<file path="src/rtl/cpu_bus_pkg.sv">
// Shared types and constants for the Famicom CPU-bus sequencer.
package cpu_bus_pkg;

  typedef enum logic [1:0] {
    ST_IDLE   = 2'd0,
    ST_SETUP  = 2'd1,
    ST_ACCESS = 2'd2,
    ST_FINISH = 2'd3
  } seq_state_e;

  localparam logic PORT_HOST   = 1'b0;
  localparam logic PORT_ENGINE = 1'b1;

  // Bus levels presented whenever no access is in flight.
  localparam logic        IDLE_RW     = 1'b1;
  localparam logic        IDLE_ROMSEL = 1'b1;
  localparam logic        IDLE_OE     = 1'b0;
  localparam logic [15:0] RESET_ADDR  = 16'h0000;

endpackage

</file>
<file path="src/rtl/rr_arbiter2.sv">
// Two-requester round-robin arbiter; the grant decision is only committed
// (and last_grant updated) when sample is high.
module rr_arbiter2
  import cpu_bus_pkg::*;
(
  input  logic       clk,
  input  logic       rst,
  input  logic       sample,
  input  logic [1:0] req,
  output logic       grant_valid,
  output logic       grant_port
);

  logic last_grant;

  always_comb begin
    grant_valid = sample && (req != 2'b00);
    if (req == 2'b11) grant_port = ~last_grant;
    else              grant_port = req[1];
  end

  // Reset favours the host on the first tie.
  always_ff @(posedge clk or posedge rst) begin
    if (rst)              last_grant <= PORT_ENGINE;
    else if (grant_valid) last_grant <= grant_port;
  end

endmodule

</file>
<file path="src/rtl/cpu_bus_sequencer.sv">
// Generates M2 from master_clock and runs one CPU-bus access per M2 period
// for the host (port 0) and burst/verify engine (port 1).
module cpu_bus_sequencer
  import cpu_bus_pkg::*;
#(
  parameter int M2_LOW_CYCLES  = 5,
  parameter int M2_HIGH_CYCLES = 7
) (
  input  logic        master_clock,
  input  logic        reset,
  input  logic        m2_enable,
  input  logic [1:0]  req,
  input  logic [1:0]  we,
  input  logic [15:0] addr0,
  input  logic [15:0] addr1,
  input  logic [7:0]  wdata0,
  input  logic [7:0]  wdata1,
  output logic [1:0]  ack,
  output logic [7:0]  rdata,
  input  logic [7:0]  cpu_data_in,
  output logic        m2,
  output logic [15:0] cpu_addr,
  output logic        cpu_rw,
  output logic        romsel,
  output logic [7:0]  cpu_data_out,
  output logic        cpu_data_oe,
  output logic        busy,
  output logic [1:0]  dbg_state
);

  localparam int PERIOD = M2_LOW_CYCLES + M2_HIGH_CYCLES;
  localparam int CW     = $clog2(PERIOD);

  localparam logic [CW-1:0] CNT_LAST       = CW'(PERIOD - 1);
  localparam logic [CW-1:0] CNT_PRE_LAST   = CW'(PERIOD - 2);
  localparam logic [CW-1:0] CNT_LOW_LAST   = CW'(M2_LOW_CYCLES - 1);
  localparam logic [CW-1:0] CNT_HIGH_FIRST = CW'(M2_LOW_CYCLES);

  logic [CW-1:0] count, count_next;
  logic          at_start, advancing, sample;
  seq_state_e    state, state_next;
  logic          granted;

  logic          grant_valid, grant_port;
  logic [15:0]   win_addr;
  logic          win_we;
  logic [7:0]    win_wdata;

  logic [15:0]   addr_q;
  logic          we_q;
  logic [7:0]    wdata_q;
  logic          port_q;

  // Phase counter: parks at 0 while M2 is disabled.
  assign at_start  = (count == '0);
  assign advancing = !at_start || m2_enable;
  // Gating with reset keeps the combinational count-0 bus view at idle levels.
  assign sample    = at_start && m2_enable && !reset;

  always_comb begin
    count_next = count;
    if (advancing) count_next = (count == CNT_LAST) ? '0 : count + CW'(1);
  end

  assign m2 = (count >= CNT_HIGH_FIRST);

  rr_arbiter2 u_arb (
    .clk         (master_clock),
    .rst         (reset),
    .sample      (sample),
    .req         (req),
    .grant_valid (grant_valid),
    .grant_port  (grant_port)
  );

  always_comb begin
    win_addr  = (grant_port == PORT_HOST) ? addr0  : addr1;
    win_wdata = (grant_port == PORT_HOST) ? wdata0 : wdata1;
    win_we    = we[grant_port];
  end

  always_comb begin
    state_next = state;
    case (state)
      ST_IDLE:   if (grant_valid) state_next = ST_SETUP;
      ST_SETUP:  if (count == CNT_LOW_LAST) state_next = ST_ACCESS;
      ST_ACCESS: if (count == CNT_PRE_LAST) state_next = ST_FINISH;
      ST_FINISH: state_next = ST_IDLE;
      default:   state_next = ST_IDLE;
    endcase
  end

  always_ff @(posedge master_clock or posedge reset) begin
    if (reset) begin
      count   <= '0;
      state   <= ST_IDLE;
      addr_q  <= RESET_ADDR;
      we_q    <= 1'b0;
      wdata_q <= 8'h00;
      port_q  <= PORT_HOST;
      rdata   <= 8'h00;
    end else begin
      count <= count_next;
      state <= state_next;
      if (grant_valid) begin
        addr_q  <= win_addr;
        we_q    <= win_we;
        wdata_q <= win_wdata;
        port_q  <= grant_port;
      end
      if (state == ST_ACCESS && state_next == ST_FINISH && !we_q) rdata <= cpu_data_in;
    end
  end

  assign granted = (state != ST_IDLE);

  // During count 0 the winner is shown straight from its inputs, so address
  // and direction are valid for the whole period; latched copies take over.
  always_comb begin
    cpu_addr    = addr_q;
    cpu_rw      = IDLE_RW;
    cpu_data_oe = IDLE_OE;
    busy        = granted;
    if (grant_valid) begin
      cpu_addr = win_addr;
      cpu_rw   = !win_we;
      busy     = 1'b1;
    end else if (granted) begin
      cpu_rw      = !we_q;
      cpu_data_oe = we_q;
    end
    romsel = granted ? !(m2 && addr_q[15]) : IDLE_ROMSEL;
    ack    = 2'b00;
    if (state == ST_FINISH) ack[port_q] = 1'b1;
  end

  assign cpu_data_out = wdata_q;
  assign dbg_state    = state;

endmodule

</file>
<file path="config.mk">
export PLATFORM = sky130hd
export DESIGN_NAME = cpu_bus_sequencer
export DESIGN_NICKNAME = d
export VERILOG_FILES = /design/src/rtl/cpu_bus_pkg.sv /design/src/rtl/rr_arbiter2.sv /design/src/rtl/cpu_bus_sequencer.sv
export SDC_FILE = /design/constraint.sdc
export NUM_CORES = 1
export LEC_CHECK = 0
export ABC_AREA = 0
export BUFFER_PORTS_ARGS = -buffer_cell sky130_fd_sc_hd__buf_2
export CAP_MARGIN = 20
export CORE_UTILIZATION = 30
export CTS_CLUSTER_DIAMETER = 120
export CTS_CLUSTER_SIZE = 16
export DETAILED_ROUTE_END_ITERATION = 8
export PLACE_DENSITY = 0.6
export SLEW_MARGIN = 5
export SYNTH_ARGS = -nofsm -noshare
export SYNTH_HDL_FRONTEND = slang
export SYNTH_SLANG_ARGS = --single-unit
export TNS_END_PERCENT = 100
</file>
<file path="constraint.sdc">
create_clock -name master_clock -period 2.8 [get_ports master_clock]
set_input_delay 0.42 -clock master_clock [delete_from_list [all_inputs] [get_ports master_clock]]
set_output_delay 0.42 -clock master_clock [all_outputs]
set_load 0.03 [all_outputs]
</file>
==> impl_metrics.json, run 1 <==
{
  "maxSlewViolCount": 0,
  "synth_seq_area_share_pct": 48.7,
  "startpoint_type": "flop",
  "cp.arrival_ps": 2210,
  "setup_tns_ps": 0,
  "cp_data_required_time_ps": 2380,
  "cp_slowest_stage_delay_ps": 440,
  "cp-end-kind": "output pin",
  "drive_above_1_share_pct": 71.0,
  "cts_made_buffers": 5,
  "crit_fanout": 21,
  "clkTransAtPathRegs_ps": 80,
  "route.top_layer_used": "met4",
  "gr-total-overflow": 0,
  "outcome": "finished, final reports clean",
  "drt_iter0_drc": 26,
  "die_w_um": 85.9,
  "nFillCells": 661,
  "fin_crit_ps": 2630,
  "yosysWarnings": 0,
  "ioPinCount": 104,
  "routed_via_density": 4.36,
  "yosysTopAreaCellShare_pct": 47.4,
  "routed_wl_mm": 4.41,
  "power_density_nw_per_um2": 1020,
  "num_vias": 1561,
  "cts_tree": "built",
  "clock.fmax_mhz": 380,
  "fin_crit_sh_pct": 94.0,
  "antenna_found_initial": 0,
  "fin_nets": 329,
  "synth_area_leaders": "dfrtp_1 (47%), mux2_2 (28%), mux2_4 (5.7%)",
  "rsz0062_at_grt": "false",
  "clk_latency_ps": 280,
  "grt_usage_pct": 12.5,
  "drt-met1-wl_mm": 1.99,
  "critPathSlowestCell": "dfrtp_1",
  "peakVddDrop_uv": 400,
  "gp_congestion": 0.719,
  "area_growth_pct": 34.6,
  "dr_wl_met3_um": 223,
  "path_class": "reg2out",
  "wl_per_cell_um": 12.3,
  "setup_violations": 0,
  "grt_max_degree": 42,
  "portBuffers": 103,
  "cp_cell_sequence": "inv_1 -> ha_2 -> and4bb_1 -> and2_4 -> buf_12 -> mux2_2 -> buf_2",
  "multi_input_area_um2": 1010,
  "htree_num_levels": 2,
  "synth_top_area_cell": "dfrtp_1",
  "tightest_slew_ps": 872,
  "syn_inst": 155,
  "fp.dieArea_um2": 7380,
  "hold_ws_ps": 329,
  "diodes": 0,
  "seqCellArea_um2": 1030,
  "first_global_vias": 1544,
  "ys_ff_latch": 41,
  "p_leak_nw": 1.40,
  "hp-class": "in2async",
  "hold_viol": 0,
  "synth.avg_cell_area_um2": 13.6,
  "netlist_area_um2": 2110,
  "synth.net_count": 223,
  "drc_errors": 0,
  "root_buffer": "clkbuf_8",
  "start_util_pct": 31.1,
  "ys_types": 31,
  "clock_sinks": 41,
  "first_pass_iters": 3,
  "numPlacedInstances": 350,
  "route.met2.wl_mm": 2.17,
  "skew_ps": 7.48,
  "final_antenna_net_count": 0,
  "grt_pass1_wl_mm": 7.22,
  "die_h_um": 85.9,
  "coreArea_um2": 6790,
  "slew_headroom_pct": 41.8,
  "rows": 30,
  "hpwl_mm": 3.27,
  "cts.path.max_buffers": 2,
  "drv_cap": 0,
  "layoutNonFillerInstCount": 358
}
==> final cells by class <==
class | count | share of cell area (%)
Tap cell | 96 | 4.23
Clock inverter | 1 | 0.176
Multi-Input combinational cell | 101 | 35.7
Sequential cell | 41 | 36.2
Timing Repair Buffer | 107 | 19.6
Clock buffer | 7 | 3.39
Inverter | 5 | 0.661
==> cells in the final DEF (no fill, tap or decap), types with 4 or more instances in the layout <==
master    instances
clkbuf_8          7
dfrtp_1          39
mux2_2           53
o21ai_0           4
buf_2           103
a21oi_1           5
ha_1              4
mux2_4            8
==> cells in the mapped netlist (all sizes together) <==
cell type and instances:
o21ai 4, or3 1, and3 1, a22o 1, dfrtp 40, a21boi 1, nand3b 1, buf 6
mux2 61, o22ai 2, clkbuf 2, nor2b 1, o21ba 1, nor2 1, nand2 2, a21o 1
and2 1, ha 5, dfstp 1, nor3 2, nand2b 2, nor4bb 1, o211ai 2, nand3 3
a21oi 5, inv 5, and4bb 2
==> where the power goes <==
part	switching (mW)	total [mW]	internal (mW)
registers	0.164	1.01	0.843
clock network	0.205	0.428	0.223
logic	0.867	1.45	0.583
==> worst max-delay path, delay by kind of cell, from the launching register on <==
family	cells	cell delay, ps
adders and majority gates	1	230
buffers and inverters	3	470
and+or+nand+nor	2	420
muxes	1	360
DFF	1	440
==> layer usage <==
layer,vias to the layer above,global-route usage [%]
li1,763,-
met5,-,0
met2,54,21.6
met1,740,15.5
met4,0,3.48
met3,4,3.18
==> repair_timing <==
action / 4_1_cts / 5_1_grt
hold buffers: 0 / 0
gates resized for setup: 0 / 4
buffers inserted: 0 / 0
hold endpoints to repair: 0 / 0
setup endpoints to repair: 0 / 16
==> registers in the layout, indices dropped and copies added (netlist names) <==
signal and count:
addr_q 16, count 4, cpu_data_out 8, dbg_state 2
port_q 1, rdata 8, u_arb.last_grant 1, we_q 1
==> logic make-up after synthesis <==
logic type / count (synthesis) / share of synthesized area [%]
adders and majority gates: 5 / 2.96
AOI/OAI and AO/OA: 17 / 5.22
buffers and inverters: 13 / 3.50
muxes: 61 / 34.0
and+or+nand+nor: 18 / 5.69
DFF: 41 / 48.7
==> worst paths after layout <==
| kind | startpoint | slack, ps | cells after the start | endpoint |
|---|---|---|---|---|
| min in group master_clock | cpu_data_in[7] | 360 | 2 | rdata[7] |
| max in group asynchronous | reset | 1870 | 2 | count[0] |
| setup reg to reg | count[1] | 940 | 6 | addr_q[10] |
| hold / removal | reset | 330 | 2 | port_q |
| hold reg to reg | addr_q[3] | 490 | 1 | addr_q[3] |
| setup / recovery | count[1] | 170 | 7 | cpu_addr[7] |
==> per-stage QoR <==
step | setup slack, ps | power [mW] | area [µm²] | utilization (%)
after detailed placement | 365 | 2.48 | 2730 | 40.2
after global placement | 457 | 2.46 | 2730 | 40.2
final | 168 | 2.88 | 2840 | 41.8
after global routing | 53.5 | 3.08 | 2840 | 41.8
after floorplan | 523 | 2.08 | 2110 | -
after CTS | 45.5 | 2.92 | 2840 | 41.7
No activity file was read; power rests on OpenSTA's default activity.
==> run 2: changes to the inputs <==
--- a/config.mk
+++ b/config.mk
@@ -8,11 +8,11 @@
 export ABC_AREA = 0
 export BUFFER_PORTS_ARGS = -buffer_cell sky130_fd_sc_hd__buf_2
 export CAP_MARGIN = 20
-export CORE_UTILIZATION = 30
+export CORE_UTILIZATION = 46
 export CTS_CLUSTER_DIAMETER = 120
 export CTS_CLUSTER_SIZE = 16
 export DETAILED_ROUTE_END_ITERATION = 8
-export PLACE_DENSITY = 0.6
+export PLACE_DENSITY = 0.84
 export SLEW_MARGIN = 5
 export SYNTH_ARGS = -nofsm -noshare
 export SYNTH_HDL_FRONTEND = slang
==> impl_metrics.json, run 2 (synthesized netlist as in run 1, its figures left out) <==
{
  "cp_cell_sequence": "inv_2 -> ha_2 -> and4bb_1 -> and2_2 -> buf_12 -> mux2_2 -> buf_2",
  "crit_fanout": 15,
  "internal_power_mw": 1.61,
  "die_h_um": 69.7,
  "layout_commonest_cell": "buf_2",
  "grt_pass1_wl_mm": 7.44,
  "setup_tns_ps": 0,
  "routed_via_density": 5.12,
  "drc_errors": 0,
  "diodes": 0,
  "fin_crit_sh_pct": 94.8,
  "p_seq_share_pct": 35.3,
  "postLayoutSetupSlackWorst_ps": 145,
  "grt_max_degree": 30,
  "fin_crit_ps": 2650,
  "p_leak_nw": 1.41,
  "cts_tree": "built",
  "gp_congestion": 0.793,
  "final_cell_mix": "buf_2 (103), mux2_2 (53), dfrtp_1 (40)",
  "clock_sinks": 41,
  "nFillCells": 348,
  "pre_cts_slack_ps": 362,
  "grt_usage_pct": 19.2,
  "drive_above_1_share_pct": 69.3,
  "portBuffers": 103,
  "routed_wl_mm": 4.48,
  "peakVddDrop_uv": 570,
  "coreArea_um2": 4380,
  "fp.dieArea_um2": 4860,
  "wl_per_cell_um": 14.2,
  "fin_nets": 331,
  "die_w_um": 69.7,
  "path_class": "reg2out",
  "pwr-share-clk_pct": 12.9,
  "area_growth_pct": 33.4,
  "setup_violations": 0,
  "hp-class": "in2async",
  "tightest_slew_ps": 328,
  "cp_slowest_stage_delay_ps": 440,
  "rsz0062_at_grt": "false",
  "critPathSlowestCell": "dfrtp_1",
  "root_buffer": "clkbuf_8",
  "final_antenna_net_count": 0,
  "drv_cap": 0,
  "first_global_vias": 1672,
  "cts.path.max_buffers": 2,
  "hpwl_mm": 3.37,
  "clkTransAtPathRegs_ps": 80,
  "maxSlewViolCount": 0,
  "start_util_pct": 48.1,
  "startpoint_type": "flop",
  "cp_data_required_time_ps": 2380,
  "htree_num_levels": 2,
  "num_vias": 1617,
  "cp-end-kind": "output pin",
  "clock.fmax_mhz": 377,
  "drt_iter0_drc": 46,
  "regMostFlops": "addr_q",
  "clk_latency_ps": 290,
  "power_density_nw_per_um2": 1010,
  "postCtsSetupBuffers": 0,
  "cp.arrival_ps": 2230,
  "outcome": "finished, final reports clean",
  "gr-total-overflow": 0,
  "cts_made_buffers": 5,
  "p_sw_mw": 1.24,
  "cts_hold_buf": 0,
  "power.share.combinational_pct": 51.8,
  "hold_viol": 0,
  "slew_headroom_pct": 78.1,
  "critPathBufInv": 3,
  "switching_share_pct": 43.4,
  "crit_family": "buffers and inverters",
  "antenna_found_initial": 0,
  "first_pass_iters": 4,
  "ioPinCount": 104,
  "largest_reg_flops": 16,
  "rows": 24,
  "skew_ps": 7.81
}
## run 2: cell type report
type / count / area [µm²] / area share (%)
tap: 52 / 65.1 / 2.31
clock buffer: 8 / 80.1 / 2.84
inverter: 5 / 18.8 / 0.667
sequential: 41 / 1030 / 36.5
timing repair buffer: 109 / 611 / 21.7
multi-input combinational: 101 / 1010 / 36.0
## run 2: power groups by stage
stage | logic, mW | clock network (mW) | registers [mW]
after floorplan | 0.957 | 0 | 1.13
after global placement | 1.44 | 0 | 1.01
after detailed placement | 1.47 | 0 | 1.02
after CTS | 1.48 | 0.380 | 1.01
after global routing | 1.57 | 0.404 | 1.04
final | 1.48 | 0.368 | 1.00
## run 2: metrics by stage
stage                     cell area, µm²  power (mW)  hold slack (ps)  cells  utilization, %
after detailed placement            2680        2.49              477    306            61.1
after floorplan                     2110        2.08              490    155               -
after global placement              2680        2.44              476    306            61.1
final                               2820        2.85             12.7    316            64.2
after global routing                2820        3.02            0.899    316            64.2
after CTS                           2760        2.86              252    314            62.9
## run 2: final timing paths
kind | cells after the start | startpoint | endpoint | slack (ps)
setup / recovery | 7 | count[0] | cpu_addr[13] | 150
hold / removal | 2 | reset | cpu_data_out[4] | 10
setup reg to reg | 6 | count[0] | addr_q[15] | 920
hold reg to reg | 1 | addr_q[2] | addr_q[2] | 500
max in group asynchronous | 4 | reset | rdata[0] | 2170
min in group master_clock | 2 | cpu_data_in[5] | rdata[5] | 370
## run 2: what timing repair did
action                                  4_1_cts  5_1_grt
gates resized for setup                       0        3
hold endpoints to repair                      0        0
endpoints found under the setup margin        0       16
## run 2: metal layers
layer	track usage [%]	up-vias	share of wire, %
met2	35.1	56	53
met1	21.8	781	41
met3	5.67	5	6.0
li1	-	775	-
met5	0	-	0
met4	4.67	0	0.87
